===== src/rtl/mem_port_arbiter_pkg.sv =====
// Shared encodings and constants for the fetch/data RAM port arbiter.
package mem_port_arbiter_pkg;

  typedef enum logic [1:0] {
    IDLE   = 2'd0,
    ACCESS = 2'd1,
    WAIT   = 2'd2,
    DONE   = 2'd3
  } state_t;

  typedef enum logic {
    OWN_F = 1'b0,
    OWN_D = 1'b1
  } owner_t;

  localparam int DEFAULT_MEM_LAT = 2;
  // Wide enough for the largest legal read latency (15).
  localparam int CNT_W = 4;

endpackage


===== src/rtl/mem_port_arbiter_if.sv =====
// Request/response bundle for the two requesters plus the RAM macro pins.
interface mem_port_arbiter_if #(
  parameter int ADDR_W = 8,
  parameter int DATA_W = 8
);
  logic              f_req;
  logic [ADDR_W-1:0] f_addr;
  logic              f_gnt;
  logic              f_done;
  logic [DATA_W-1:0] f_rdata;

  logic              d_req;
  logic              d_we;
  logic [ADDR_W-1:0] d_addr;
  logic [DATA_W-1:0] d_wdata;
  logic              d_gnt;
  logic              d_done;
  logic [DATA_W-1:0] d_rdata;

  logic              mem_en;
  logic              mem_we;
  logic [ADDR_W-1:0] mem_addr;
  logic [DATA_W-1:0] mem_wdata;
  logic [DATA_W-1:0] mem_rdata;

  logic              busy;

  modport slave (
    input  f_req, f_addr, d_req, d_we, d_addr, d_wdata, mem_rdata,
    output f_gnt, f_done, f_rdata, d_gnt, d_done, d_rdata,
    output mem_en, mem_we, mem_addr, mem_wdata, busy
  );

  modport master (
    output f_req, f_addr, d_req, d_we, d_addr, d_wdata, mem_rdata,
    input  f_gnt, f_done, f_rdata, d_gnt, d_done, d_rdata,
    input  mem_en, mem_we, mem_addr, mem_wdata, busy
  );
endinterface


===== src/rtl/mem_port_arbiter_rr_pick2.sv =====
// Combinational two-way round-robin choice; a tie goes to the port that did not own the RAM last.
module mem_port_arbiter_rr_pick2
  import mem_port_arbiter_pkg::*;
(
  input  logic   f_req_i,
  input  logic   d_req_i,
  input  owner_t last_owner_i,
  output logic   pick_vld_o,
  output owner_t pick_owner_o
);

  always_comb begin
    pick_vld_o   = f_req_i | d_req_i;
    pick_owner_o = OWN_F;
    if (f_req_i && d_req_i) begin
      pick_owner_o = (last_owner_i == OWN_F) ? OWN_D : OWN_F;
    end else if (d_req_i) begin
      pick_owner_o = OWN_D;
    end
  end

endmodule


===== src/rtl/mem_port_arbiter.sv =====
// Shares one single-port RAM between fetch and load/store; read done at MEM_LAT+2 cycles, write at 2.
// Requesters hold req until done; reqs are only looked at in IDLE, so a busy RAM simply stalls them.
module mem_port_arbiter
  import mem_port_arbiter_pkg::*;
#(
  parameter int ADDR_W  = 8,
  parameter int DATA_W  = 8,
  parameter int MEM_LAT = DEFAULT_MEM_LAT
) (
  input  logic clk,
  input  logic rst,
  mem_port_arbiter_if.slave bus
);

  state_t            state_q, state_d;
  logic [CNT_W-1:0]  cnt_q, cnt_d;
  owner_t            owner_q, owner_d;
  owner_t            last_q, last_d;
  logic              we_q, we_d;
  logic [ADDR_W-1:0] mem_addr_q, mem_addr_d;
  logic [DATA_W-1:0] mem_wdata_q, mem_wdata_d;
  logic [DATA_W-1:0] f_rdata_q, f_rdata_d;
  logic [DATA_W-1:0] d_rdata_q, d_rdata_d;
  logic              mem_en_q, mem_en_d;
  logic              mem_we_q, mem_we_d;
  logic              f_gnt_q, f_gnt_d;
  logic              d_gnt_q, d_gnt_d;
  logic              f_done_q, f_done_d;
  logic              d_done_q, d_done_d;
  logic              busy_q, busy_d;

  logic   pick_vld;
  owner_t pick_owner;

  mem_port_arbiter_rr_pick2 u_pick (
    .f_req_i      (bus.f_req),
    .d_req_i      (bus.d_req),
    .last_owner_i (last_q),
    .pick_vld_o   (pick_vld),
    .pick_owner_o (pick_owner)
  );

  always_comb begin
    state_d     = state_q;
    cnt_d       = cnt_q;
    owner_d     = owner_q;
    last_d      = last_q;
    we_d        = we_q;
    mem_addr_d  = mem_addr_q;
    mem_wdata_d = mem_wdata_q;
    f_rdata_d   = f_rdata_q;
    d_rdata_d   = d_rdata_q;

    case (state_q)
      IDLE: begin
        if (pick_vld) begin
          owner_d = pick_owner;
          state_d = ACCESS;
          if (pick_owner == OWN_D) begin
            we_d        = bus.d_we;
            mem_addr_d  = bus.d_addr;
            mem_wdata_d = bus.d_wdata;
          end else begin
            we_d       = 1'b0;
            mem_addr_d = bus.f_addr;
          end
        end
      end
      ACCESS: begin
        if (we_q) begin
          state_d = DONE;
        end else begin
          state_d = WAIT;
          cnt_d   = CNT_W'(MEM_LAT);
        end
      end
      WAIT: begin
        cnt_d = cnt_q - CNT_W'(1);
        // mem_rdata is valid exactly MEM_LAT cycles after the ACCESS strobe.
        if (cnt_q == CNT_W'(1)) begin
          state_d = DONE;
          if (owner_q == OWN_F) f_rdata_d = bus.mem_rdata;
          else                  d_rdata_d = bus.mem_rdata;
        end
      end
      DONE: begin
        last_d  = owner_q;
        state_d = IDLE;
      end
      default: state_d = IDLE;
    endcase

    // Outputs are decoded from the next state so every pin comes straight off a flop.
    busy_d   = (state_d != IDLE);
    mem_en_d = (state_d == ACCESS);
    mem_we_d = (state_d == ACCESS) && we_d;
    f_gnt_d  = busy_d && (owner_d == OWN_F);
    d_gnt_d  = busy_d && (owner_d == OWN_D);
    f_done_d = (state_d == DONE) && (owner_d == OWN_F);
    d_done_d = (state_d == DONE) && (owner_d == OWN_D);
  end

  always_ff @(posedge clk or posedge rst) begin
    if (rst) begin
      state_q     <= IDLE;
      cnt_q       <= '0;
      owner_q     <= OWN_F;
      last_q      <= OWN_D;
      we_q        <= 1'b0;
      mem_addr_q  <= '0;
      mem_wdata_q <= '0;
      f_rdata_q   <= '0;
      d_rdata_q   <= '0;
      mem_en_q    <= 1'b0;
      mem_we_q    <= 1'b0;
      f_gnt_q     <= 1'b0;
      d_gnt_q     <= 1'b0;
      f_done_q    <= 1'b0;
      d_done_q    <= 1'b0;
      busy_q      <= 1'b0;
    end else begin
      state_q     <= state_d;
      cnt_q       <= cnt_d;
      owner_q     <= owner_d;
      last_q      <= last_d;
      we_q        <= we_d;
      mem_addr_q  <= mem_addr_d;
      mem_wdata_q <= mem_wdata_d;
      f_rdata_q   <= f_rdata_d;
      d_rdata_q   <= d_rdata_d;
      mem_en_q    <= mem_en_d;
      mem_we_q    <= mem_we_d;
      f_gnt_q     <= f_gnt_d;
      d_gnt_q     <= d_gnt_d;
      f_done_q    <= f_done_d;
      d_done_q    <= d_done_d;
      busy_q      <= busy_d;
    end
  end

  assign bus.f_gnt     = f_gnt_q;
  assign bus.f_done    = f_done_q;
  assign bus.f_rdata   = f_rdata_q;
  assign bus.d_gnt     = d_gnt_q;
  assign bus.d_done    = d_done_q;
  assign bus.d_rdata   = d_rdata_q;
  assign bus.mem_en    = mem_en_q;
  assign bus.mem_we    = mem_we_q;
  assign bus.mem_addr  = mem_addr_q;
  assign bus.mem_wdata = mem_wdata_q;
  assign bus.busy      = busy_q;

endmodule


===== src/flat_wrapper.sv =====
// flat-port wrapper written by rule: the top's interface ports become plain ports
module mem_port_arbiter_flat import mem_port_arbiter_pkg::*;
#(
  parameter int ADDR_W  = 8,
  parameter int DATA_W  = 8,
  parameter int MEM_LAT = DEFAULT_MEM_LAT
)
  (clk, rst, bus_f_req, bus_f_addr, bus_d_req, bus_d_we, bus_d_addr, bus_d_wdata, bus_mem_rdata, bus_f_gnt, bus_f_done, bus_f_rdata, bus_d_gnt, bus_d_done, bus_d_rdata, bus_mem_en, bus_mem_we, bus_mem_addr, bus_mem_wdata, bus_busy);
  mem_port_arbiter_if #(.ADDR_W(ADDR_W), .DATA_W(DATA_W)) bus_i ();
  input  logic clk;
  input  logic rst;
  input wire logic [$bits(bus_i.f_req)-1:0] bus_f_req;
  input wire logic [$bits(bus_i.f_addr)-1:0] bus_f_addr;
  input wire logic [$bits(bus_i.d_req)-1:0] bus_d_req;
  input wire logic [$bits(bus_i.d_we)-1:0] bus_d_we;
  input wire logic [$bits(bus_i.d_addr)-1:0] bus_d_addr;
  input wire logic [$bits(bus_i.d_wdata)-1:0] bus_d_wdata;
  input wire logic [$bits(bus_i.mem_rdata)-1:0] bus_mem_rdata;
  output wire logic [$bits(bus_i.f_gnt)-1:0] bus_f_gnt;
  output wire logic [$bits(bus_i.f_done)-1:0] bus_f_done;
  output wire logic [$bits(bus_i.f_rdata)-1:0] bus_f_rdata;
  output wire logic [$bits(bus_i.d_gnt)-1:0] bus_d_gnt;
  output wire logic [$bits(bus_i.d_done)-1:0] bus_d_done;
  output wire logic [$bits(bus_i.d_rdata)-1:0] bus_d_rdata;
  output wire logic [$bits(bus_i.mem_en)-1:0] bus_mem_en;
  output wire logic [$bits(bus_i.mem_we)-1:0] bus_mem_we;
  output wire logic [$bits(bus_i.mem_addr)-1:0] bus_mem_addr;
  output wire logic [$bits(bus_i.mem_wdata)-1:0] bus_mem_wdata;
  output wire logic [$bits(bus_i.busy)-1:0] bus_busy;
  assign bus_i.f_req = bus_f_req;
  assign bus_i.f_addr = bus_f_addr;
  assign bus_i.d_req = bus_d_req;
  assign bus_i.d_we = bus_d_we;
  assign bus_i.d_addr = bus_d_addr;
  assign bus_i.d_wdata = bus_d_wdata;
  assign bus_i.mem_rdata = bus_mem_rdata;
  assign bus_f_gnt = bus_i.f_gnt;
  assign bus_f_done = bus_i.f_done;
  assign bus_f_rdata = bus_i.f_rdata;
  assign bus_d_gnt = bus_i.d_gnt;
  assign bus_d_done = bus_i.d_done;
  assign bus_d_rdata = bus_i.d_rdata;
  assign bus_mem_en = bus_i.mem_en;
  assign bus_mem_we = bus_i.mem_we;
  assign bus_mem_addr = bus_i.mem_addr;
  assign bus_mem_wdata = bus_i.mem_wdata;
  assign bus_busy = bus_i.busy;
  mem_port_arbiter #(.ADDR_W(ADDR_W), .DATA_W(DATA_W), .MEM_LAT(MEM_LAT)) u_core (.clk(clk), .rst(rst), .bus(bus_i));
endmodule

===== config.mk =====
export PLATFORM = sky130hd
export DESIGN_NAME = mem_port_arbiter_flat
export DESIGN_NICKNAME = d
export VERILOG_FILES = /design/src/rtl/mem_port_arbiter_pkg.sv /design/src/rtl/mem_port_arbiter_if.sv /design/src/rtl/mem_port_arbiter_rr_pick2.sv /design/src/rtl/mem_port_arbiter.sv /design/src/flat_wrapper.sv
export SDC_FILE = /design/constraint.sdc
export NUM_CORES = 1
export LEC_CHECK = 0
export CORE_MARGIN = 3
export CORE_UTILIZATION = 35
export DETAILED_ROUTE_END_ITERATION = 8
export PLACE_DENSITY_LB_ADDON = 0.1
export SYNTH_ARGS = -nofsm -noshare
export SYNTH_HDL_FRONTEND = slang
export SYNTH_SLANG_ARGS = --single-unit

===== constraint.sdc =====
create_clock -name clk -period 2.96 [get_ports clk]
set_input_delay 0.888 -clock clk [delete_from_list [all_inputs] [get_ports clk]]
set_output_delay 0.888 -clock clk [all_outputs]
set_load 0.02 [all_outputs]

==> flow_summary.toml <==
[sta]
worstMarginPinSlew_ns = 0.580
period_share_pct = 72.8
relSlewSlack_pct = 61.3
whs_ns = 0.486
period_minus_slack_ns = 2.16
rsz0062_at_grt = "false"
fmax_ghz = 0.464
fin_tns_setup_ns = 0
setup_violations = 0
fin_ws_ns = 0.804
drv_slew = 0
skew_ns = 0.00490
final_hold_viol_count = 0

[logic_synthesis]
syn_avg_cell_area_um2 = 13.9
synth_area_mm2 = 0.00205
postSynthCellCount = 148
synth_cell_types = 30
ys.warnings.count = 0
yosysSeqAreaShare_pct = 58.6
synth_seq_cells = 48
syn_nets = 192

[place]
gp_congestion = 0.799
pre_cts_ws_ns = 0.548
hpwl_um = 3430
portBuffers = 75

[critical_path]
crit_fanout = 2
cp-end-kind = "output pin"
worst_ep_arrival_time_ns = 1.27
r2r_slack_ns = 1.01
critPathSlowestCell = "clkdlybuf4s50_1"
critPathRequiredTime_ns = 2.07
start_kind = "register"
crit_type = "register to output pin"
crit_chain = "clkdlybuf4s50_1"
crit_family = "buffers and inverters"
path_buf_inv = 1
max_stage_delay_ns = 0.61

[clock_tree]
post_cts_buffers = 0
root_buffer = "clkbuf_8"
cts_hold_buffers = 0
cts_made_buffers = 5
cts_sinks = 48
path_clk_slew_ns = 0.08
clk_latency_ns = 0.29
cts-resized-gates = 0
h-tree-depth = 2
clock_path_buffers = 2
cts_tree = "built"

[die]
die_h_um = 82.5
initial_core_util_pct = 36.8
core.rowCount = 27
dieWidth_um = 82.5
io_pins = 76
core-area_mm2 = 0.00557
die-area_mm2 = 0.00681

[worst_hold_path]
hold_class = "register to register"

[detailed_routing]
detailedRoute.firstPassIterationCount = 4
viasPerCell = 4.75
routed_wl_um = 4490
dr.first_iter.drc_count = 24
drc_errors = 0
wl_per_cell_um = 14.9
ant_nets = 0
vias = 1436

[cells_and_area]
area_growth_pct = 45.8
post_route_cells_drive_above_1_share_pct = 20.0
utilization_pct = 53.6
nets = 273
diodes = 0
nFillCells = 509

[outcome]
status = "complete, no violations"

[global_route]
antenna_found_initial = 0
grt_max_degree = 49
grt_usage_pct = 13.5
grt_first_pass_wirelength_um = 6830
grt_remaining_overflow = 0
grt_pass1_vias = 1389

[flow_run]
drv_cap = 0

[pwr]
total_leakage_power_nw = 1.32
ir_drop_v = 0.000454
powerDensity_mw_per_mm2 = 1100
-- cell families after synthesis --
logic type	count (synthesis)	share of synthesized area, %
AO/OA/AOI/OAI	24	8.79
adder cells (fa/ha/maj)	7	4.27
buffers and inverters	12	3.29
flip-flops	48	58.6
multiplexers	35	18.7
AND/OR/NAND/NOR	22	6.35
-- routing by layer --
| layer | up-vias | wire [um] | track usage [%] |
|---|---|---|---|
| met4 | 0 | 84 | 5.39 |
| li1 | 681 | - | - |
| met2 | 38 | 2260 | 22.2 |
| met1 | 707 | 1830 | 16.6 |
| met5 | - | 0 | 0 |
| met3 | 10 | 319 | 4.23 |
-- registers in the layout, indices dropped and copies added (netlist names), 2 cells and up --
register              count
u_core.bus.d_rdata        8
u_core.bus.f_rdata        8
u_core.bus.mem_addr       8
u_core.bus.mem_wdata      8
u_core.cnt_q              4
u_core.state_q            2
-- Yosys cell counts (all sizes together) --
library cell  number  area, um2
a211o              1       8.76
a21bo              1       10.0
a21boi             1       11.3
a21o               2       15.0
a21oi              3       15.0
a22o               2       17.5
a22oi              1       7.51
a32o               1       10.0
a32oi              1       8.76
and3               2       12.5
and3b              1       8.76
buf                4       32.5
dfrtp             47       1180
dfstp              1       26.3
ha                 7       87.6
inv                8       35.0
mux2              26        293
mux2i              9       90.1
nand2             12       47.6
nand3              1       10.0
nor2               1       3.75
nor3               3       15.0
nor3b              1       18.8
o21ai             10       50.0
o221ai             1       26.3
or4b               1       13.8
-- layout by cell type (no fill, tap or decap) --
| cell | n |
|---|---|
| nor2_1 | 1 |
| or4b_4 | 1 |
| dfrtp_1 | 47 |
| and3_1 | 2 |
| nand3_2 | 1 |
| inv_1 | 6 |
| inv_6 | 1 |
| a21boi_2 | 1 |
| buf_4 | 3 |
| inv_2 | 1 |
| a32o_1 | 1 |
| dfstp_2 | 1 |
| nor3b_4 | 1 |
| nor3_1 | 3 |
| nand2_2 | 1 |
| a32oi_1 | 1 |
| a21oi_1 | 3 |
| a211o_1 | 1 |
| bufinv_16 | 1 |
| clkbuf_8 | 5 |
| a22oi_1 | 1 |
| nand2_1 | 11 |
| a21bo_2 | 1 |
| o21ai_1 | 1 |
| a22o_1 | 2 |
| clkbuf_1 | 1 |
| ha_1 | 7 |
| mux2_2 | 26 |
| mux2i_1 | 9 |
| o221ai_4 | 1 |
| a21o_1 | 2 |
| clkdlybuf4s50_1 | 75 |
| o21ai_0 | 9 |
| clkinv_2 | 1 |
| and3b_1 | 1 |
-- final cells by class --
class / count / area (um2) / share of cell area [%]
repair buffers: 78 / 773 / 25.9
clock inverters: 2 / 35.0 / 1.17
flip-flops and latches: 48 / 1200 / 40.2
multi-input cells: 88 / 781 / 26.1
clock buffers: 6 / 72.6 / 2.43
well taps: 72 / 90.1 / 3.01
inverters: 8 / 35.0 / 1.17
-- final timing paths --
path | start | endpoint | cells after the start
max | u_core.bus.f_rdata[0] | bus_f_rdata[0] | 1
min | u_core.bus.mem_addr[3] | u_core.bus.mem_addr[3] | 2
max reg2reg | u_core.state_q[0] | u_core.bus.f_rdata[2] | 4
min reg2reg | u_core.bus.mem_addr[3] | u_core.bus.mem_addr[3] | 2
max in group asynchronous | rst | u_core.bus.mem_wdata[1] | 3
min in group asynchronous | rst | u_core.bus.f_rdata[4] | 3
-- metrics by stage --
step | area (um2) | total power (W) | cells
floorplan | 2050 | 0.00212 | 148
global placement | 2880 | 0.00281 | 294
detailed placement | 2880 | 0.00286 | 294
CTS | 2990 | 0.00332 | 302
global route | 2990 | 0.00350 | 302
finish | 2990 | 0.00328 | 302
-- power breakdown --
group          internal [W]  total, W  switching (W)
Clock              0.000251  0.000457       0.000206
Sequential         0.000977   0.00116       0.000188
Combinational      0.000841   0.00166       0.000822
No activity file was read; power rests on OpenSTA's default activity.
